===== config.mk =====
export PLATFORM = sky130hd
export DESIGN_NAME = atm_session_controller
export DESIGN_NICKNAME = d
export VERILOG_FILES = /design/src/rtl/atm_pkg.sv /design/src/rtl/atm_txn_log.sv /design/src/rtl/atm_session_controller.sv
export SDC_FILE = /design/constraint.sdc
export NUM_CORES = 1
export LEC_CHECK = 0
export ABC_AREA = 0
export CAP_MARGIN = 0
export CORE_ASPECT_RATIO = 1.5
export CORE_UTILIZATION = 60
export CTS_CLUSTER_SIZE = 20
export DETAILED_ROUTE_END_ITERATION = 10
export PLACE_DENSITY_LB_ADDON = 0.3
export SYNTH_ARGS = -nofsm -noshare
export SYNTH_HDL_FRONTEND = slang
export SYNTH_SLANG_ARGS = --single-unit

===== constraint.sdc =====
create_clock -name clk -period 5.5 [get_ports clk]
set_clock_uncertainty 0.1 [all_clocks]
set_input_delay 0.55 -clock clk [delete_from_list [all_inputs] [get_ports clk]]
set_output_delay 0.55 -clock clk [all_outputs]
set_load 0.005 [all_outputs]

===== src/rtl/atm_pkg.sv =====
// Shared types for the ATM session controller.
// Each state value is also the state nibble shown on the display.
package atm_pkg;

  typedef enum logic [3:0] {
    S_IDLE      = 4'd0,
    S_PIN       = 4'd1,
    S_MENU      = 4'd2,
    S_AMT_W     = 4'd3,
    S_AMT_D     = 4'd4,
    S_AUTH_FACE = 4'd5,
    S_AUTH_OTP  = 4'd6,
    S_DISPENSE  = 4'd7,
    S_DEPOSIT   = 4'd8,
    S_LOCKED    = 4'd9,
    S_STMT      = 4'd10
  } state_t;

  typedef enum logic [2:0] {
    ERR_NONE    = 3'd0,
    ERR_ZERO    = 3'd1,
    ERR_FUNDS   = 3'd2,
    ERR_LIMIT   = 3'd3,
    ERR_OVF     = 3'd4,
    ERR_OTP     = 3'd5,
    ERR_TIMEOUT = 3'd6,
    ERR_PIN     = 3'd7
  } err_t;

  localparam logic [3:0] KEY_WDR    = 4'h1;
  localparam logic [3:0] KEY_DEP    = 4'h2;
  localparam logic [3:0] KEY_STMT   = 4'h4;
  localparam logic [3:0] KEY_DIGMAX = 4'h9;
  localparam logic [3:0] KEY_CANCEL = 4'hF;

endpackage


===== src/rtl/atm_txn_log.sv =====
// Circular log of completed transactions, read back newest-first.
// Used only when ATM_MINI_STATEMENT_EN is defined.
module atm_txn_log #(
  parameter int AMT_W = 12,
  parameter int DEPTH = 4
) (
  input  logic         clk,
  input  logic         reset,
  input  logic         i_we,
  input  logic [AMT_W:0] i_wdata,
  input  logic         i_start,
  input  logic         i_rd,
  output logic         o_empty,
  output logic [AMT_W:0] o_entry,
  output logic         o_last
);
  localparam int AW = $clog2(DEPTH);
  localparam int CW = $clog2(DEPTH + 1);
  localparam logic [CW-1:0] FULL = CW'(DEPTH);

  logic [AMT_W:0] r_mem [DEPTH];
  logic [AW-1:0]  r_wp;
  logic [AW-1:0]  r_rp;
  logic [CW-1:0]  r_cnt;
  logic [CW-1:0]  r_rem;

  always_ff @(posedge clk) begin
    if (i_we) r_mem[r_wp] <= i_wdata;
  end

  always_ff @(posedge clk or posedge reset) begin
    if (reset) begin
      r_wp  <= '0;
      r_rp  <= '0;
      r_cnt <= '0;
      r_rem <= '0;
    end else begin
      if (i_we) begin
        r_wp <= r_wp + AW'(1);
        if (r_cnt != FULL) r_cnt <= r_cnt + CW'(1);
      end
      if (i_start) begin
        r_rp  <= r_wp - AW'(1);
        r_rem <= r_cnt;
      end else if (i_rd) begin
        r_rp  <= r_rp - AW'(1);
        r_rem <= r_rem - CW'(1);
      end
    end
  end

  assign o_empty = (r_cnt == '0);
  assign o_entry = r_mem[r_rp];
  assign o_last  = (r_rem == CW'(1));

endmodule


===== src/rtl/atm_session_controller.sv =====
// ATM session FSM: card, PIN lockout, menu, withdraw/deposit, step-up auth, timeout.
// Define ATM_MINI_STATEMENT_EN to add the mini-statement log and STMT readout.
module atm_session_controller
  import atm_pkg::*;
#(
  parameter int BAL_W         = 16,
  parameter int AMT_W         = 12,
  parameter int PIN_DIGITS    = 4,
  parameter int MAX_PIN_TRIES = 3,
  parameter int AUTH_THRESH   = 500,
  parameter int DAILY_LIMIT   = 1000,
  parameter int TIMEOUT_CYC   = 1024,
  parameter int LOG_DEPTH     = 4
) (
  input  logic                    clk,
  input  logic                    reset,
  input  logic                    card_inserted,
  input  logic [4*PIN_DIGITS-1:0] card_pin,
  input  logic [BAL_W-1:0]        card_balance,
  input  logic                    key_valid,
  input  logic [3:0]              key_in,
  input  logic                    amount_valid,
  input  logic [AMT_W-1:0]        amount_in,
  input  logic                    face_recognition_passed,
  input  logic                    otp_passed,
  input  logic                    otp_failed,
  input  logic                    dispense_ack,
  input  logic                    deposit_ack,
  output logic [7:0]              display_data,
  output logic [BAL_W-1:0]        balance,
  output logic                    dispense_cash,
  output logic                    deposit_cash,
  output logic [AMT_W-1:0]        txn_amount,
  output logic                    face_recognition_required,
  output logic                    otp_required,
  output logic                    invalid_pin_attempts_exceeded,
  output logic                    stmt_valid,
  output logic [AMT_W:0]          stmt_entry,
  output logic                    stmt_last
);
  localparam int PW  = 4 * PIN_DIGITS;
  localparam int DW  = $clog2(PIN_DIGITS + 1);
  localparam int TW  = $clog2(MAX_PIN_TRIES + 1);
  localparam int XW  = BAL_W + 1;
  localparam int TMW = $clog2(TIMEOUT_CYC);

  localparam logic [DW-1:0]  DIG_FULL = DW'(PIN_DIGITS);
  localparam logic [TW-1:0]  LAST_TRY = TW'(MAX_PIN_TRIES - 1);
  localparam logic [TMW-1:0] TMO_LAST = TMW'(TIMEOUT_CYC - 1);
  localparam logic [XW-1:0]  X_THR    = XW'(AUTH_THRESH);
  localparam logic [XW-1:0]  X_LIM    = XW'(DAILY_LIMIT);
  localparam logic [XW-1:0]  X_MAX    = {1'b0, {BAL_W{1'b1}}};

  state_t r_state, w_nxt;
  err_t   r_err, w_err;

  logic [PW-1:0]    r_card_pin;
  logic [PW-1:0]    r_digits;
  logic [DW-1:0]    r_dcnt;
  logic [TW-1:0]    r_tries;
  logic [BAL_W-1:0] r_bal;
  logic [BAL_W-1:0] r_sum;
  logic [AMT_W-1:0] r_amt;
  logic [TMW-1:0]   r_tmr;

  logic w_latch, w_shift, w_pin_clr, w_try_inc;
  logic w_amt_ld, w_wdr_done, w_dep_done;
  logic w_evt, w_tmr_on, w_tmo;
  logic [XW-1:0]    w_amt_x, w_bal_x, w_sum_x;
  logic [BAL_W-1:0] w_amt_b;

`ifdef ATM_MINI_STATEMENT_EN
  logic w_stmt_go, w_log_empty, w_log_last;
  logic [AMT_W:0] w_log_entry;
`endif

  assign w_amt_x = XW'(amount_in);
  assign w_bal_x = XW'(r_bal);
  assign w_sum_x = XW'(r_sum);
  assign w_amt_b = BAL_W'(r_amt);

  assign w_evt = key_valid | amount_valid | face_recognition_passed |
                 otp_passed | otp_failed | dispense_ack | deposit_ack;

  // Mechanics own the timing while cash is moving.
  assign w_tmr_on = (r_state != S_IDLE) && (r_state != S_LOCKED) &&
                    (r_state != S_DISPENSE) && (r_state != S_DEPOSIT);
  assign w_tmo = w_tmr_on && !w_evt && (r_tmr == TMO_LAST);

  always_comb begin
    w_nxt      = r_state;
    w_err      = r_err;
    w_latch    = 1'b0;
    w_shift    = 1'b0;
    w_pin_clr  = 1'b0;
    w_try_inc  = 1'b0;
    w_amt_ld   = 1'b0;
    w_wdr_done = 1'b0;
    w_dep_done = 1'b0;
`ifdef ATM_MINI_STATEMENT_EN
    w_stmt_go  = 1'b0;
`endif
    if (key_valid || amount_valid) w_err = ERR_NONE;
    if (r_state != S_IDLE && !card_inserted) begin
      w_nxt = S_IDLE;
    end else if (w_tmo) begin
      w_nxt = S_IDLE;
      w_err = ERR_TIMEOUT;
    end else begin
      unique case (r_state)
        S_IDLE: if (card_inserted) begin
          w_nxt   = S_PIN;
          w_latch = 1'b1;
        end
        S_PIN: if (r_dcnt == DIG_FULL) begin
          if (r_digits == r_card_pin) begin
            w_nxt = S_MENU;
          end else begin
            w_err     = ERR_PIN;
            w_pin_clr = 1'b1;
            w_try_inc = 1'b1;
            if (r_tries == LAST_TRY) w_nxt = S_LOCKED;
          end
        end else if (key_valid) begin
          if (key_in == KEY_CANCEL) w_nxt = S_IDLE;
          else if (key_in <= KEY_DIGMAX) w_shift = 1'b1;
        end
        S_MENU: if (key_valid) begin
          unique case (1'b1)
            key_in == KEY_WDR:    w_nxt = S_AMT_W;
            key_in == KEY_DEP:    w_nxt = S_AMT_D;
            key_in == KEY_CANCEL: w_nxt = S_IDLE;
`ifdef ATM_MINI_STATEMENT_EN
            key_in == KEY_STMT && !w_log_empty: begin
              w_nxt     = S_STMT;
              w_stmt_go = 1'b1;
            end
`endif
            default: ;
          endcase
        end
        S_AMT_W: if (amount_valid) begin
          w_nxt    = S_MENU;
          w_amt_ld = 1'b1;
          if (amount_in == '0) w_err = ERR_ZERO;
          else if (w_amt_x > w_bal_x) w_err = ERR_FUNDS;
          else if (w_sum_x + w_amt_x > X_LIM) w_err = ERR_LIMIT;
          else if (w_amt_x > X_THR) w_nxt = S_AUTH_FACE;
          else w_nxt = S_DISPENSE;
        end
        S_AMT_D: if (amount_valid) begin
          w_nxt    = S_MENU;
          w_amt_ld = 1'b1;
          if (amount_in == '0) w_err = ERR_ZERO;
          else if (w_bal_x + w_amt_x > X_MAX) w_err = ERR_OVF;
          else w_nxt = S_DEPOSIT;
        end
        S_AUTH_FACE: if (face_recognition_passed) w_nxt = S_AUTH_OTP;
        S_AUTH_OTP: begin
          if (otp_passed) begin
            w_nxt = S_DISPENSE;
          end else if (otp_failed) begin
            w_nxt = S_MENU;
            w_err = ERR_OTP;
          end
        end
        S_DISPENSE: if (dispense_ack) begin
          w_nxt      = S_MENU;
          w_wdr_done = 1'b1;
        end
        S_DEPOSIT: if (deposit_ack) begin
          w_nxt      = S_MENU;
          w_dep_done = 1'b1;
        end
`ifdef ATM_MINI_STATEMENT_EN
        S_STMT: if (w_log_last) w_nxt = S_MENU;
`endif
        default: ;
      endcase
    end
  end

  always_ff @(posedge clk or posedge reset) begin
    if (reset) begin
      r_state <= S_IDLE;
      r_err   <= ERR_NONE;
    end else begin
      r_state <= w_nxt;
      r_err   <= w_err;
    end
  end

  always_ff @(posedge clk or posedge reset) begin
    if (reset) r_tmr <= '0;
    else if (!w_tmr_on || w_evt) r_tmr <= '0;
    else r_tmr <= r_tmr + TMW'(1);
  end

  always_ff @(posedge clk or posedge reset) begin
    if (reset) begin
      r_card_pin <= '0;
      r_digits   <= '0;
      r_dcnt     <= '0;
      r_tries    <= '0;
      r_bal      <= '0;
      r_sum      <= '0;
      r_amt      <= '0;
    end else begin
      if (w_latch) begin
        r_card_pin <= card_pin;
        r_bal      <= card_balance;
        r_tries    <= '0;
        r_sum      <= '0;
        r_digits   <= '0;
        r_dcnt     <= '0;
      end
      if (w_shift) begin
        r_digits <= PW'({r_digits, key_in});
        r_dcnt   <= r_dcnt + DW'(1);
      end
      if (w_pin_clr) begin
        r_digits <= '0;
        r_dcnt   <= '0;
      end
      if (w_try_inc) r_tries <= r_tries + TW'(1);
      if (w_amt_ld) r_amt <= amount_in;
      if (w_wdr_done) begin
        r_bal <= r_bal - w_amt_b;
        r_sum <= r_sum + w_amt_b;
      end
      if (w_dep_done) r_bal <= r_bal + w_amt_b;
    end
  end

  assign display_data  = {1'b0, r_err, r_state};
  assign balance       = r_bal;
  assign txn_amount    = r_amt;
  assign dispense_cash = (r_state == S_DISPENSE);
  assign deposit_cash  = (r_state == S_DEPOSIT);
  assign face_recognition_required     = (r_state == S_AUTH_FACE);
  assign otp_required                  = (r_state == S_AUTH_OTP);
  assign invalid_pin_attempts_exceeded = (r_state == S_LOCKED);

`ifdef ATM_MINI_STATEMENT_EN
  atm_txn_log #(
    .AMT_W (AMT_W),
    .DEPTH (LOG_DEPTH)
  ) u_log (
    .clk     (clk),
    .reset   (reset),
    .i_we    (w_wdr_done | w_dep_done),
    .i_wdata ({w_dep_done, r_amt}),
    .i_start (w_stmt_go),
    .i_rd    (r_state == S_STMT),
    .o_empty (w_log_empty),
    .o_entry (w_log_entry),
    .o_last  (w_log_last)
  );

  assign stmt_valid = (r_state == S_STMT);
  assign stmt_entry = stmt_valid ? w_log_entry : '0;
  assign stmt_last  = stmt_valid & w_log_last;
`else
  assign stmt_valid = 1'b0;
  assign stmt_entry = '0;
  assign stmt_last  = 1'b0;
`endif

endmodule


==> impl_metrics.prom, run 1 <==
# TYPE chip_impl_metric gauge
chip_impl_metric{name="design.portCount",unit=""} 114
chip_impl_metric{name="final-max-slew-violation-count",unit=""} 0
chip_impl_metric{name="worst-r2r-cell-count",unit=""} 9
chip_impl_info{name="hold_path_startpoint",value="r_tmr[0]"} 1
chip_impl_metric{name="clock_tree.htree_level_count",unit=""} 3
chip_impl_metric{name="crit_buf_inv",unit=""} 2
chip_impl_metric{name="max_slew.worst_pin.slew",unit="ns"} 0.7950
chip_impl_metric{name="crit_required",unit="ns"} 5.68
chip_impl_info{name="critPathKind",value="primary input to register"} 1
chip_impl_metric{name="clk_pin_slew_worst_paths",unit="ns"} 0.08
chip_impl_metric{name="post-route-cell-area",unit="µm²"} 9341
chip_impl_metric{name="seq_area",unit="µm²"} 2452
chip_impl_metric{name="number_of_endpoints_with_negative_hold_slack_in_the_final_report",unit=""} 0
chip_impl_metric{name="clock_sinks",unit=""} 98
chip_impl_metric{name="regToRegSetupSlack",unit="ns"} 2.04
chip_impl_metric{name="seq_area_frac_synth",unit="%"} 30.43
chip_impl_info{name="layout.cells.most_common_list",value="sky130_fd_sc_hd__nand2_1, sky130_fd_sc_hd__dfrtp_1, sky130_fd_sc_hd__clkdlybuf4s50_1, sky130_fd_sc_hd__ha_1"} 1
chip_impl_info{name="start_kind",value="primary input"} 1
chip_impl_metric{name="wire_length_of_the_first_global_routing_pass",unit="mm"} 35.47
chip_impl_metric{name="design_power_total",unit="W"} 0.003438
chip_impl_metric{name="finalSetupViolations",unit=""} 0
chip_impl_metric{name="post-route-period-util",unit="%"} 63.09
chip_impl_metric{name="via_per_inst",unit=""} 6.332
chip_impl_metric{name="dr.pass1.iters",unit=""} 5
chip_impl_metric{name="die_width",unit="µm"} 96.62
chip_impl_metric{name="cts_hold_repair.buffers",unit=""} 0
chip_impl_metric{name="drt_first_iter_violations",unit=""} 483
chip_impl_metric{name="multi_input_logic_area",unit="µm²"} 5097
chip_impl_metric{name="static-leakage-power",unit="nW"} 4.228
chip_impl_metric{name="post-route-drc-count",unit=""} 0
chip_impl_metric{name="ir_worst_vdd",unit="µV"} 256.1
chip_impl_info{name="run_status",value="complete, no violations"} 1
chip_impl_metric{name="replace_congestion",unit=""} 0.9566
chip_impl_metric{name="cts_inserted_buffers",unit=""} 9
chip_impl_metric{name="grt_max_degree",unit=""} 54
chip_impl_info{name="grt_setup_unrepaired",value="no"} 1
chip_impl_info{name="clk_root_buffer_cell",value="sky130_fd_sc_hd__clkbuf_16"} 1
chip_impl_metric{name="postLayoutSetupSlackWorst",unit="ns"} 2.030
chip_impl_metric{name="max_cap_violations",unit=""} 0
chip_impl_metric{name="synthesis.yosys.warnings",unit=""} 0
chip_impl_metric{name="yosys_register_bits",unit=""} 98
chip_impl_metric{name="place_worst_setup_slack",unit="ns"} 1.701
chip_impl_info{name="critical-path-slowest-cell",value="sky130_fd_sc_hd__clkdlybuf4s50_1"} 1
chip_impl_info{name="crit_chain",value="clkdlybuf4s50_1 -> nor2_1 -> nand3_1 -> o41ai_2 -> buf_4 -> or2_1 -> nand2_1 -> nor2_4 -> a221oi_1 -> o211ai_1"} 1
chip_impl_metric{name="path_max_fanout",unit=""} 14
chip_impl_metric{name="core",unit="µm²"} 13020
chip_impl_metric{name="groute.usage.overall",unit="%"} 31.86
chip_impl_info{name="setup.worst_path.end_class",value="register"} 1
chip_impl_metric{name="synth.avg_cell_area",unit="µm²"} 8.298
chip_impl_metric{name="clkLatencyLatePin",unit="ns"} 0.36
chip_impl_metric{name="power_per_cell_area",unit="nW/µm²"} 368.1
chip_impl_metric{name="n_fill_cell",unit=""} 1040
chip_impl_metric{name="dp.final_hpwl",unit="mm"} 16.19
chip_impl_metric{name="area_growth",unit="%"} 15.93
chip_impl_metric{name="grt_pass1_vias",unit=""} 7468
chip_impl_info{name="worst_reg2reg_path_endpoint",value="balance[14]"} 1
chip_impl_metric{name="die_h",unit="µm"} 143.9
chip_impl_metric{name="post_drt_wl_per_cell",unit="µm"} 17.95
chip_impl_metric{name="route.vias.total",unit=""} 7649
chip_impl_metric{name="period_minus_slack",unit="ns"} 3.470
chip_impl_metric{name="numPortBuffers",unit=""} 97
chip_impl_metric{name="max_freq",unit="MHz"} 288.2
chip_impl_info{name="clock_tree_from_tritoncts",value="yes"} 1
chip_impl_metric{name="grt-ovfl-total",unit=""} 0
chip_impl_metric{name="post_route_cells_drive_above_1_share",unit="%"} 4.385
chip_impl_info{name="holdPathEnd",value="r_tmr[0]"} 1
chip_impl_metric{name="finalSetupTns",unit="ns"} 0
chip_impl_metric{name="post_cts_resize_count",unit=""} 0
chip_impl_info{name="critical_path.startpoint",value="key_valid"} 1
chip_impl_metric{name="timing.slew.headroom",unit="%"} 46.87
chip_impl_metric{name="syn_area",unit="µm²"} 8058
chip_impl_metric{name="die_area",unit="µm²"} 13910
chip_impl_info{name="worst_hold_path_type",value="register to register"} 1
chip_impl_metric{name="postPlaceCellArea",unit="µm²"} 9022
chip_impl_metric{name="clk_path_buf_depth",unit=""} 2
chip_impl_metric{name="synth_cell_type_count",unit=""} 82
chip_impl_metric{name="route.final.wire_length",unit="mm"} 21.68
chip_impl_metric{name="syn-instance-count",unit=""} 971
chip_impl_metric{name="antenna_violating_nets_post_route",unit=""} 0
chip_impl_metric{name="initial_utilization",unit="%"} 61.90
chip_impl_metric{name="n_antenna_cell",unit=""} 0
chip_impl_metric{name="antenna_found_initial",unit=""} 0
chip_impl_metric{name="slowest_delay",unit="ns"} 0.51
chip_impl_info{name="timing.critical_path.max_delay_family",value="simple AND/OR/NAND/NOR gates"} 1
chip_impl_metric{name="crit_arrival",unit="ns"} 3.65
chip_impl_metric{name="async_flop_share",unit="%"} 100.0
chip_impl_info{name="final_common_cell",value="sky130_fd_sc_hd__nand2_1"} 1
chip_impl_info{name="yosys_most_used_dff",value="sky130_fd_sc_hd__dfrtp_1"} 1
chip_impl_metric{name="synth_edf_count",unit=""} 0
chip_impl_metric{name="layout.nets",unit=""} 1182
chip_impl_metric{name="cts_setup_buffers",unit=""} 0
chip_impl_info{name="worst_r2r_start",value="r_state[3]"} 1
chip_impl_metric{name="fp-row-count",unit=""} 51
chip_impl_metric{name="worst_hold_path.num_cells",unit=""} 1
-- worst max path at each step --
| stage | endpoint | slack, ns | depth (start not counted) |
|---|---|---|---|
| floorplan | balance[0] | 2.29 | 1 |
| global placement | r_state[0] | 1.77 | 11 |
| detailed placement | r_state[0] | 1.70 | 11 |
| CTS | r_state[0] | 2.07 | 11 |
| global route | r_state[0] | 1.81 | 11 |
| finish | balance[14] | 2.03 | 10 |
-- metal layers --
| metal | GRT usage (%) | routed length (µm) | share of wire, % |
|---|---|---|---|
| met2 | 58.04 | 11130 | 51 |
| met3 | 5.496 | 1390 | 6.4 |
| met1 | 36.24 | 8366 | 39 |
| met4 | 14.77 | 793 | 3.7 |
| met5 | 0 | 0 | 0 |
-- flip-flops by register name (all words and copies together) (netlist names) --
name and count:
balance 16, r_card_pin 16, r_digits 16, r_sum 16, txn_amount 12, r_tmr 10, r_state 4, r_dcnt 3
r_err 3, r_tries 2
-- where the power goes --
group	internal (W)	leakage [nW]	switching, W
sequential	0.000883	1.26	0.000246
combinational	0.000742	2.82	0.000874
clock	0.000375	0.153	0.000318
total	0.00200	4.23	0.00144
-- layout make-up --
cell class | instances | area share [%]
flip-flops and latches | 98 | 26.25
clock buffers | 10 | 2.558
inverters | 62 | 2.518
well taps | 159 | 2.130
clock inverters | 6 | 0.8572
repair buffers | 106 | 11.12
multi-input cells | 767 | 54.57
-- metrics by stage --
step,cells,hold slack [ns],utilization [%]
after floorplan,986,0.3473,-
after global placement,1192,0.3784,69.31
after detailed placement,1192,0.3832,69.31
after CTS,1208,0.3931,71.76
after global routing,1208,0.4195,71.76
final,1208,0.3904,71.76
-- synthesized netlist by cell type (5+ instances only) --
cell                       instances  share of area, %
sky130_fd_sc_hd__nor2_1           58               2.7
sky130_fd_sc_hd__and2_1            5              0.39
sky130_fd_sc_hd__a21o_1           16               1.5
sky130_fd_sc_hd__o21bai_1         11               1.0
sky130_fd_sc_hd__o21ai_1          25               1.6
sky130_fd_sc_hd__a211oi_1          9              0.84
sky130_fd_sc_hd__o22ai_1          11              0.85
sky130_fd_sc_hd__ha_1             75                12
sky130_fd_sc_hd__clkbuf_1         22               1.0
sky130_fd_sc_hd__xor2_1           12               1.3
sky130_fd_sc_hd__xnor2_1          33               3.6
sky130_fd_sc_hd__a31oi_1           9              0.70
sky130_fd_sc_hd__fa_1              5               1.2
sky130_fd_sc_hd__nand2_1         124               5.8
sky130_fd_sc_hd__buf_2            10              0.62
sky130_fd_sc_hd__o31ai_1           9              0.84
sky130_fd_sc_hd__inv_1            60               2.8
sky130_fd_sc_hd__buf_4            20               1.9
sky130_fd_sc_hd__nand3_1          43               2.7
sky130_fd_sc_hd__nor4_1            6              0.47
sky130_fd_sc_hd__nor2b_1           8              0.62
sky130_fd_sc_hd__a221oi_1          5              0.54
sky130_fd_sc_hd__o211ai_1         11               1.0
sky130_fd_sc_hd__a21oi_1          59               3.7
sky130_fd_sc_hd__and3_1           12              0.93
sky130_fd_sc_hd__o21a_1            6              0.56
sky130_fd_sc_hd__dfrtp_1          98                30
sky130_fd_sc_hd__nor3_1           27               1.7
sky130_fd_sc_hd__a22o_1           19               2.1
sky130_fd_sc_hd__nand4_1          14               1.1
sky130_fd_sc_hd__nand2b_1         12              0.93
sky130_fd_sc_hd__o22a_1            6              0.65
sky130_fd_sc_hd__o21ai_0          40               2.5
-- logic make-up after synthesis --
family | Yosys count | share of synthesized area (%)
DFF | 98 | 30.43
adders and majority gates | 80 | 12.89
other | 1 | 0.04654
xor gates and xnor gates | 45 | 4.891
buffers and inverters | 121 | 7.112
and+or+nand+nor | 339 | 20.31
muxes | 5 | 0.6522
AOI/OAI and AO/OA | 282 | 23.66
-- worst register-to-register path: cells and delay by family (launching register included) --
| family | cells | cell delay [ns] |
|---|---|---|
| AO/OA/AOI/OAI | 4 | 0.78 |
| buffers and inverters | 1 | 0.25 |
| flip-flops | 1 | 0.74 |
| AND/OR/NAND/NOR | 4 | 1.50 |
No activity file was read; power rests on OpenSTA's default activity.
==> run 2, diff against run 1 <==
--- a/config.mk
+++ b/config.mk
@@ -8,7 +8,7 @@
 export ABC_AREA = 0
 export CAP_MARGIN = 0
 export CORE_ASPECT_RATIO = 1.5
-export CORE_UTILIZATION = 60
+export CORE_UTILIZATION = 56
 export CTS_CLUSTER_SIZE = 20
 export DETAILED_ROUTE_END_ITERATION = 10
 export PLACE_DENSITY_LB_ADDON = 0.3
==> constraint.sdc (replaced) <==
create_clock -name clk -period 3.37 [get_ports clk]
set_clock_uncertainty 0.1 [all_clocks]
set_input_delay 0.337 -clock clk [delete_from_list [all_inputs] [get_ports clk]]
set_output_delay 0.337 -clock clk [all_outputs]
set_load 0.005 [all_outputs]
==> run 2 against run 1 <==
- largest cell class unchanged
- register-to-register slack lost 1.8 ns
- global-route usage is 0.15 points lower
- clock-buffer cell count unchanged
- final cell count is 5.1% higher
- highest routed layer unchanged
- sequential power up 61%
==> impl_metrics.prom, run 2 (same netlist as run 1, synthesis figures left out) <==
# TYPE chip_impl_metric gauge
chip_impl_metric{name="postPlaceCellArea",unit="µm²"} 9309
chip_impl_info{name="clock_tree_from_tritoncts",value="yes"} 1
chip_impl_info{name="critical-path-slowest-cell",value="sky130_fd_sc_hd__a2111oi_1"} 1
chip_impl_metric{name="multi_input_logic_area",unit="µm²"} 5104
chip_impl_metric{name="clk_path_buf_depth",unit=""} 2
chip_impl_metric{name="layout.nets",unit=""} 1213
chip_impl_metric{name="max_slew.worst_pin.slew",unit="ns"} 0.7030
chip_impl_metric{name="regToRegSetupSlack",unit="ns"} 0.29
chip_impl_metric{name="die_width",unit="µm"} 99.94
chip_impl_metric{name="clk_pin_slew_worst_paths",unit="ns"} 0.07
chip_impl_metric{name="groute.usage.overall",unit="%"} 31.71
chip_impl_metric{name="post-place-cells",unit=""} 1256
chip_impl_metric{name="clkLatencyLatePin",unit="ns"} 0.36
chip_impl_metric{name="fp-row-count",unit=""} 53
chip_impl_info{name="crit_chain",value="clkdlybuf4s50_1 -> ha_1 -> fa_1 -> xor2_1 -> nor3_1 -> or3b_1 -> a2111oi_1 -> o21ai_1 -> nand4_1 -> o221ai_1 -> o21a_1"} 1
chip_impl_metric{name="seq_area",unit="µm²"} 2452
chip_impl_metric{name="path_max_fanout",unit=""} 4
chip_impl_metric{name="crit_arrival",unit="ns"} 3.30
chip_impl_metric{name="wire_length_of_the_first_global_routing_pass",unit="mm"} 36.81
chip_impl_metric{name="core",unit="µm²"} 14060
chip_impl_metric{name="post_drt_wl_per_cell",unit="µm"} 17.83
chip_impl_info{name="clk_root_buffer_cell",value="sky130_fd_sc_hd__clkbuf_16"} 1
chip_impl_metric{name="grt-ovfl-total",unit=""} 0
chip_impl_metric{name="design_power_total",unit="W"} 0.005572
chip_impl_metric{name="design.portCount",unit=""} 114
chip_impl_info{name="worst_reg2reg_path_endpoint",value="r_state[0]"} 1
chip_impl_metric{name="worstSetupPathDepth",unit=""} 11
chip_impl_metric{name="power_per_cell_area",unit="nW/µm²"} 580.5
chip_impl_info{name="layout.cells.most_common_list",value="sky130_fd_sc_hd__nand2_1, sky130_fd_sc_hd__dfrtp_1, sky130_fd_sc_hd__clkdlybuf4s50_1, sky130_fd_sc_hd__ha_1"} 1
chip_impl_metric{name="dr.pass1.iters",unit=""} 5
chip_impl_metric{name="drt_first_iter_violations",unit=""} 475
chip_impl_metric{name="route.vias.total",unit=""} 7831
chip_impl_metric{name="crit_required",unit="ns"} 3.52
chip_impl_metric{name="final-max-slew-violation-count",unit=""} 0
chip_impl_metric{name="n_antenna_cell",unit=""} 0
chip_impl_info{name="worst_hold_path_type",value="primary input to async pin"} 1
chip_impl_metric{name="dp.final_hpwl",unit="mm"} 17.62
chip_impl_info{name="start_kind",value="primary input"} 1
chip_impl_metric{name="period_minus_slack",unit="ns"} 3.152
chip_impl_metric{name="antenna_found_initial",unit=""} 0
chip_impl_metric{name="cts_inserted_buffers",unit=""} 9
chip_impl_info{name="critPathKind",value="primary input to register"} 1
chip_impl_metric{name="area_growth",unit="%"} 19.13
chip_impl_metric{name="timing.slew.headroom",unit="%"} 52.78
chip_impl_metric{name="slowest_delay",unit="ns"} 0.48
chip_impl_metric{name="clock_sinks",unit=""} 98
chip_impl_metric{name="die_h",unit="µm"} 148.9
chip_impl_metric{name="replace_congestion",unit=""} 0.9326
chip_impl_metric{name="route.final.wire_length",unit="mm"} 22.65
chip_impl_metric{name="cts_setup_buffers",unit=""} 0
chip_impl_metric{name="post-route-cell-area",unit="µm²"} 9599
chip_impl_metric{name="final_core_util",unit="%"} 68.28
chip_impl_metric{name="finalNonFillerCells",unit=""} 1270
chip_impl_metric{name="die_area",unit="µm²"} 14880
chip_impl_metric{name="grt_pass1_vias",unit=""} 7701
chip_impl_metric{name="clock_tree.htree_level_count",unit=""} 3
chip_impl_info{name="grt_setup_unrepaired",value="no"} 1
chip_impl_metric{name="n_fill_cell",unit=""} 1224
chip_impl_metric{name="max_cap_violations",unit=""} 0
chip_impl_metric{name="initial_utilization",unit="%"} 57.32
chip_impl_metric{name="max_freq",unit="MHz"} 317.3
chip_impl_metric{name="static-leakage-power",unit="nW"} 4.365
chip_impl_metric{name="via_per_inst",unit=""} 6.166
chip_impl_metric{name="numPortBuffers",unit=""} 97
chip_impl_metric{name="worst-r2r-cell-count",unit=""} 10
chip_impl_info{name="worst_r2r_start",value="r_sum[0]"} 1
chip_impl_info{name="final_common_cell",value="sky130_fd_sc_hd__nand2_1"} 1
chip_impl_metric{name="post_route_cells_drive_above_1_share",unit="%"} 6.957
chip_impl_info{name="setup.worst_path.end_class",value="register"} 1
chip_impl_info{name="timing.critical_path.max_delay_family",value="compound AO/OA/AOI/OAI gates"} 1
chip_impl_metric{name="crit_buf_inv",unit=""} 1
chip_impl_info{name="run_status",value="complete, no violations"} 1
chip_impl_metric{name="post-route-drc-count",unit=""} 0
chip_impl_metric{name="grt_max_degree",unit=""} 49
chip_impl_metric{name="number_of_endpoints_with_negative_hold_slack_in_the_final_report",unit=""} 0
chip_impl_metric{name="antenna_violating_nets_post_route",unit=""} 0
chip_impl_metric{name="cts_hold_repair.buffers",unit=""} 0
chip_impl_metric{name="post-route-period-util",unit="%"} 93.52
chip_impl_metric{name="ir_worst_vdd",unit="µV"} 315.1
chip_impl_metric{name="finalSetupViolations",unit=""} 0
-- run 2: metal layers --
metal	vias to the layer above	share of wire [%]	GRT usage [%]
met1	3734	37	34.62
met2	323	52	56.90
met5	-	0	0
li1	3674	-	-
met3	100	6.0	5.858
met4	0	5.4	18.16
-- run 2: power breakdown --
| group | internal [W] | switching [W] |
|---|---|---|
| Clock | 0.000570 | 0.000466 |
| Sequential | 0.00144 | 0.000380 |
| Combinational | 0.00124 | 0.00147 |
-- run 2: worst register-to-register path, cell delays in order, from the launching register on --
cell and delay (ns):
sky130_fd_sc_hd__dfrtp_1 0.41, sky130_fd_sc_hd__ha_1 0.23, sky130_fd_sc_hd__fa_1 0.44, sky130_fd_sc_hd__xor2_1 0.16, sky130_fd_sc_hd__nor3_1 0.06, sky130_fd_sc_hd__or3b_1 0.36
sky130_fd_sc_hd__a2111oi_1 0.48, sky130_fd_sc_hd__o21ai_1 0.18, sky130_fd_sc_hd__nand4_1 0.22, sky130_fd_sc_hd__o221ai_1 0.15, sky130_fd_sc_hd__o21a_1 0.19
-- run 2: worst max path at each step --
stage / end / startpoint
3_5_place_dp: r_state[0] / amount_in[0]
5_1_grt: r_state[0] / amount_in[0]
4_1_cts: r_state[0] / amount_in[0]
3_3_place_gp: r_state[0] / amount_in[0]
2_1_floorplan: balance[0] / reset
6_report: r_state[0] / amount_in[0]
-- run 2: stage by stage --
step                      worst slack, ns  hold slack [ns]  setup TNS (ns)
after floorplan                    0.3709           0.3424               0
after global placement            -0.1063           0.3684         -0.2158
after detailed placement          -0.3133           0.3740          -1.272
after CTS                         0.03950           0.3422               0
after global routing              0.07827           0.3626               0
final                              0.2185           0.3064               0
-- run 2: timing repair --
| item | CTS | global route |
|---|---|---|
| endpoints found under the setup margin | 0 | 4 |
| endpoints found under the hold margin | 0 | 0 |
| resized for setup | 0 | 2 |
-- run 2: final cells by class --
class | count | area share (%)
Tap cell | 192 | 2.503
Multi-Input combinational cell | 767 | 53.17
Inverter | 62 | 2.450
Clock inverter | 4 | 0.5735
Sequential cell | 98 | 25.55
Clock buffer | 10 | 2.385
Timing Repair Buffer | 137 | 13.37
==> run 3, diff against run 2 <==
--- a/config.mk
+++ b/config.mk
@@ -12,6 +12,7 @@
 export CTS_CLUSTER_SIZE = 20
 export DETAILED_ROUTE_END_ITERATION = 10
 export PLACE_DENSITY_LB_ADDON = 0.3
+export REMOVE_ABC_BUFFERS = 1
 export SYNTH_ARGS = -nofsm -noshare
 export SYNTH_HDL_FRONTEND = slang
 export SYNTH_SLANG_ARGS = --single-unit
==> run 3 against run 2 <==
- sequential power hardly changed
- sequential share of layout area decreased by 0.083 points
- non-clock buffer count grew 2
- register-to-register slack about the same
- critical path depth is 1 lower
- power rose by 0.94%
- first-iteration DRC count shrank 1.5%
- critical path type is now register to register
- clock power is essentially flat
- routed wire length down 1.8%
==> impl_metrics.prom, run 3 (same netlist as run 1, synthesis figures left out) <==
# TYPE chip_impl_metric gauge
chip_impl_info{name="run_status",value="complete, no violations"} 1
chip_impl_info{name="final_common_cell",value="sky130_fd_sc_hd__nand2_1"} 1
chip_impl_metric{name="replace_congestion",unit=""} 0.9587
chip_impl_metric{name="initial_utilization",unit="%"} 57.32
chip_impl_metric{name="clock_tree.htree_level_count",unit=""} 3
chip_impl_metric{name="period_minus_slack",unit="ns"} 3.072
chip_impl_metric{name="cts_hold_repair.buffers",unit=""} 0
chip_impl_metric{name="final-max-slew-violation-count",unit=""} 0
chip_impl_metric{name="layout.nets",unit=""} 1215
chip_impl_info{name="clk_root_buffer_cell",value="sky130_fd_sc_hd__clkbuf_16"} 1
chip_impl_metric{name="drt_first_iter_violations",unit=""} 468
chip_impl_metric{name="route.final.wire_length",unit="mm"} 22.23
chip_impl_metric{name="area_growth",unit="%"} 19.52
chip_impl_metric{name="max_cap_violations",unit=""} 0
chip_impl_metric{name="finalSetupViolations",unit=""} 0
chip_impl_info{name="layout.cells.most_common_list",value="sky130_fd_sc_hd__nand2_1, sky130_fd_sc_hd__dfrtp_1, sky130_fd_sc_hd__clkdlybuf4s50_1, sky130_fd_sc_hd__ha_1"} 1
chip_impl_metric{name="route.vias.total",unit=""} 7697
chip_impl_metric{name="static-leakage-power",unit="nW"} 4.386
chip_impl_metric{name="wire_length_of_the_first_global_routing_pass",unit="mm"} 35.98
chip_impl_metric{name="cts_inserted_buffers",unit=""} 9
chip_impl_metric{name="fp-row-count",unit=""} 53
chip_impl_info{name="timing.critical_path.max_delay_family",value="compound AO/OA/AOI/OAI gates"} 1
chip_impl_metric{name="dp.final_hpwl",unit="mm"} 17.03
chip_impl_metric{name="crit_buf_inv",unit=""} 1
chip_impl_info{name="worst_reg2reg_path_endpoint",value="balance[15]"} 1
chip_impl_info{name="critical-path-slowest-cell",value="sky130_fd_sc_hd__dfrtp_1"} 1
chip_impl_metric{name="post_cts_resize_count",unit=""} 0
chip_impl_metric{name="power_per_cell_area",unit="nW/µm²"} 584.0
chip_impl_metric{name="antenna_violating_nets_post_route",unit=""} 0
chip_impl_metric{name="grt_pass1_vias",unit=""} 7531
chip_impl_metric{name="design.portCount",unit=""} 114
chip_impl_info{name="worst_hold_path_type",value="primary input to async pin"} 1
chip_impl_metric{name="clock_sinks",unit=""} 98
chip_impl_info{name="clock_tree_from_tritoncts",value="yes"} 1
chip_impl_metric{name="post-route-period-util",unit="%"} 91.16
chip_impl_metric{name="regToRegSetupSlack",unit="ns"} 0.30
chip_impl_info{name="setup.worst_path.end_class",value="register"} 1
chip_impl_metric{name="die_area",unit="µm²"} 14880
chip_impl_info{name="crit_chain",value="inv_1 -> ha_1 -> nor2b_4 -> o31a_1 -> o41a_1 -> o311a_1 -> o41a_1 -> and3_1 -> a2bb2oi_1 -> a21oi_1"} 1
chip_impl_metric{name="dr.pass1.iters",unit=""} 5
chip_impl_metric{name="path_max_fanout",unit=""} 4
chip_impl_metric{name="number_of_endpoints_with_negative_hold_slack_in_the_final_report",unit=""} 0
chip_impl_metric{name="numPortBuffers",unit=""} 97
chip_impl_metric{name="die_width",unit="µm"} 99.94
chip_impl_metric{name="worst-r2r-cell-count",unit=""} 10
chip_impl_metric{name="clk_pin_slew_worst_paths",unit="ns"} 0.08
chip_impl_metric{name="clkLatencyLatePin",unit="ns"} 0.36
chip_impl_metric{name="post_route_cells_drive_above_1_share",unit="%"} 7.301
chip_impl_metric{name="clk_path_buf_depth",unit=""} 2
chip_impl_metric{name="max_freq",unit="MHz"} 325.5
chip_impl_metric{name="post-route-drc-count",unit=""} 0
chip_impl_metric{name="die_h",unit="µm"} 148.9
chip_impl_info{name="worst_r2r_start",value="txn_amount[1]"} 1
chip_impl_metric{name="core",unit="µm²"} 14060
chip_impl_metric{name="grt-ovfl-total",unit=""} 0
chip_impl_metric{name="finalSetupTns",unit="ns"} 0
chip_impl_metric{name="max_slew.worst_pin.slew",unit="ns"} 0.6116
chip_impl_metric{name="post_drt_wl_per_cell",unit="µm"} 17.45
chip_impl_metric{name="crit_required",unit="ns"} 3.56
chip_impl_metric{name="groute.usage.overall",unit="%"} 30.87
chip_impl_info{name="critPathKind",value="register to register"} 1
chip_impl_metric{name="grt_max_degree",unit=""} 65
chip_impl_metric{name="final_core_util",unit="%"} 68.50
chip_impl_metric{name="n_fill_cell",unit=""} 1209
chip_impl_metric{name="cts_setup_buffers",unit=""} 0
chip_impl_metric{name="via_per_inst",unit=""} 6.042
chip_impl_metric{name="n_antenna_cell",unit=""} 0
chip_impl_metric{name="antenna_found_initial",unit=""} 0
chip_impl_info{name="grt_setup_unrepaired",value="no"} 1
chip_impl_metric{name="crit_arrival",unit="ns"} 3.26
chip_impl_metric{name="timing.slew.headroom",unit="%"} 58.92
chip_impl_metric{name="ir_worst_vdd",unit="µV"} 412.4
chip_impl_info{name="path_common_cell",value="sky130_fd_sc_hd__o41a_1"} 1
chip_impl_metric{name="slowest_delay",unit="ns"} 0.45
chip_impl_info{name="start_kind",value="register"} 1
==> run 3: per-stage QoR <==
step / worst slack (ns) / std cells / hold WS, ns / area [µm²] / total power [W]
2_1_floorplan: 0.2724 / 927 / 0.3424 / 7774 / 0.003526
3_3_place_gp: 0.04709 / 1258 / 0.3751 / 9324 / 0.004478
3_5_place_dp: 0.05733 / 1258 / 0.3742 / 9324 / 0.004533
4_1_cts: 0.3408 / 1274 / 0.2645 / 9630 / 0.005607
5_1_grt: 0.1849 / 1274 / 0.2955 / 9630 / 0.006012
6_report: 0.2980 / 1274 / 0.2511 / 9630 / 0.005624
==> run 3: where the power goes <==
group | leakage (nW) | switching [W] | internal (W) | total [W]
clock | 0.150 | 0.000541 | 0.000530 | 0.00107
combinational | 2.98 | 0.00148 | 0.00127 | 0.00276
sequential | 1.26 | 0.000354 | 0.00144 | 0.00180
total | 4.39 | 0.00238 | 0.00325 | 0.00562
==> run 3: area by class of cell <==
type	instances	area (µm²)	area share (%)
Clock buffer	9	225.2	2.339
Clock inverter	7	81.33	0.8445
Inverter	62	235.2	2.443
Multi-Input combinational cell	767	5097	52.93
Sequential cell	98	2452	25.46
Tap cell	192	240.2	2.494
Timing Repair Buffer	139	1299	13.49
==> run 3: worst max path at each step <==
stage             startpoint     endpoint  slack (ns)  cells past startpoint
6_report       txn_amount[1]  balance[15]        0.30                     10
5_1_grt         amount_in[0]   r_state[0]        0.18                     11
4_1_cts        txn_amount[1]  balance[13]        0.34                     10
3_5_place_dp    amount_in[0]   r_state[0]        0.06                     12
3_3_place_gp    amount_in[0]   r_state[0]        0.05                     12
2_1_floorplan     r_state[3]  balance[14]        0.27                      8
==> run 3: per-layer routing <==
metal	share of wire (%)	track usage, %
met5	0	0
met2	52	55.83
met1	39	35.09
met3	4.5	3.889
met4	4.2	16.18
==> run 3: worst register-to-register path, cell delays in order (launching register included) <==
cell and delay (ns):
sky130_fd_sc_hd__dfrtp_1 0.45, sky130_fd_sc_hd__inv_1 0.12, sky130_fd_sc_hd__ha_1 0.30, sky130_fd_sc_hd__nor2b_4 0.13
sky130_fd_sc_hd__o31a_1 0.29, sky130_fd_sc_hd__o41a_1 0.40, sky130_fd_sc_hd__o311a_1 0.38, sky130_fd_sc_hd__o41a_1 0.38
sky130_fd_sc_hd__and3_1 0.21, sky130_fd_sc_hd__a2bb2oi_1 0.12, sky130_fd_sc_hd__a21oi_1 0.12
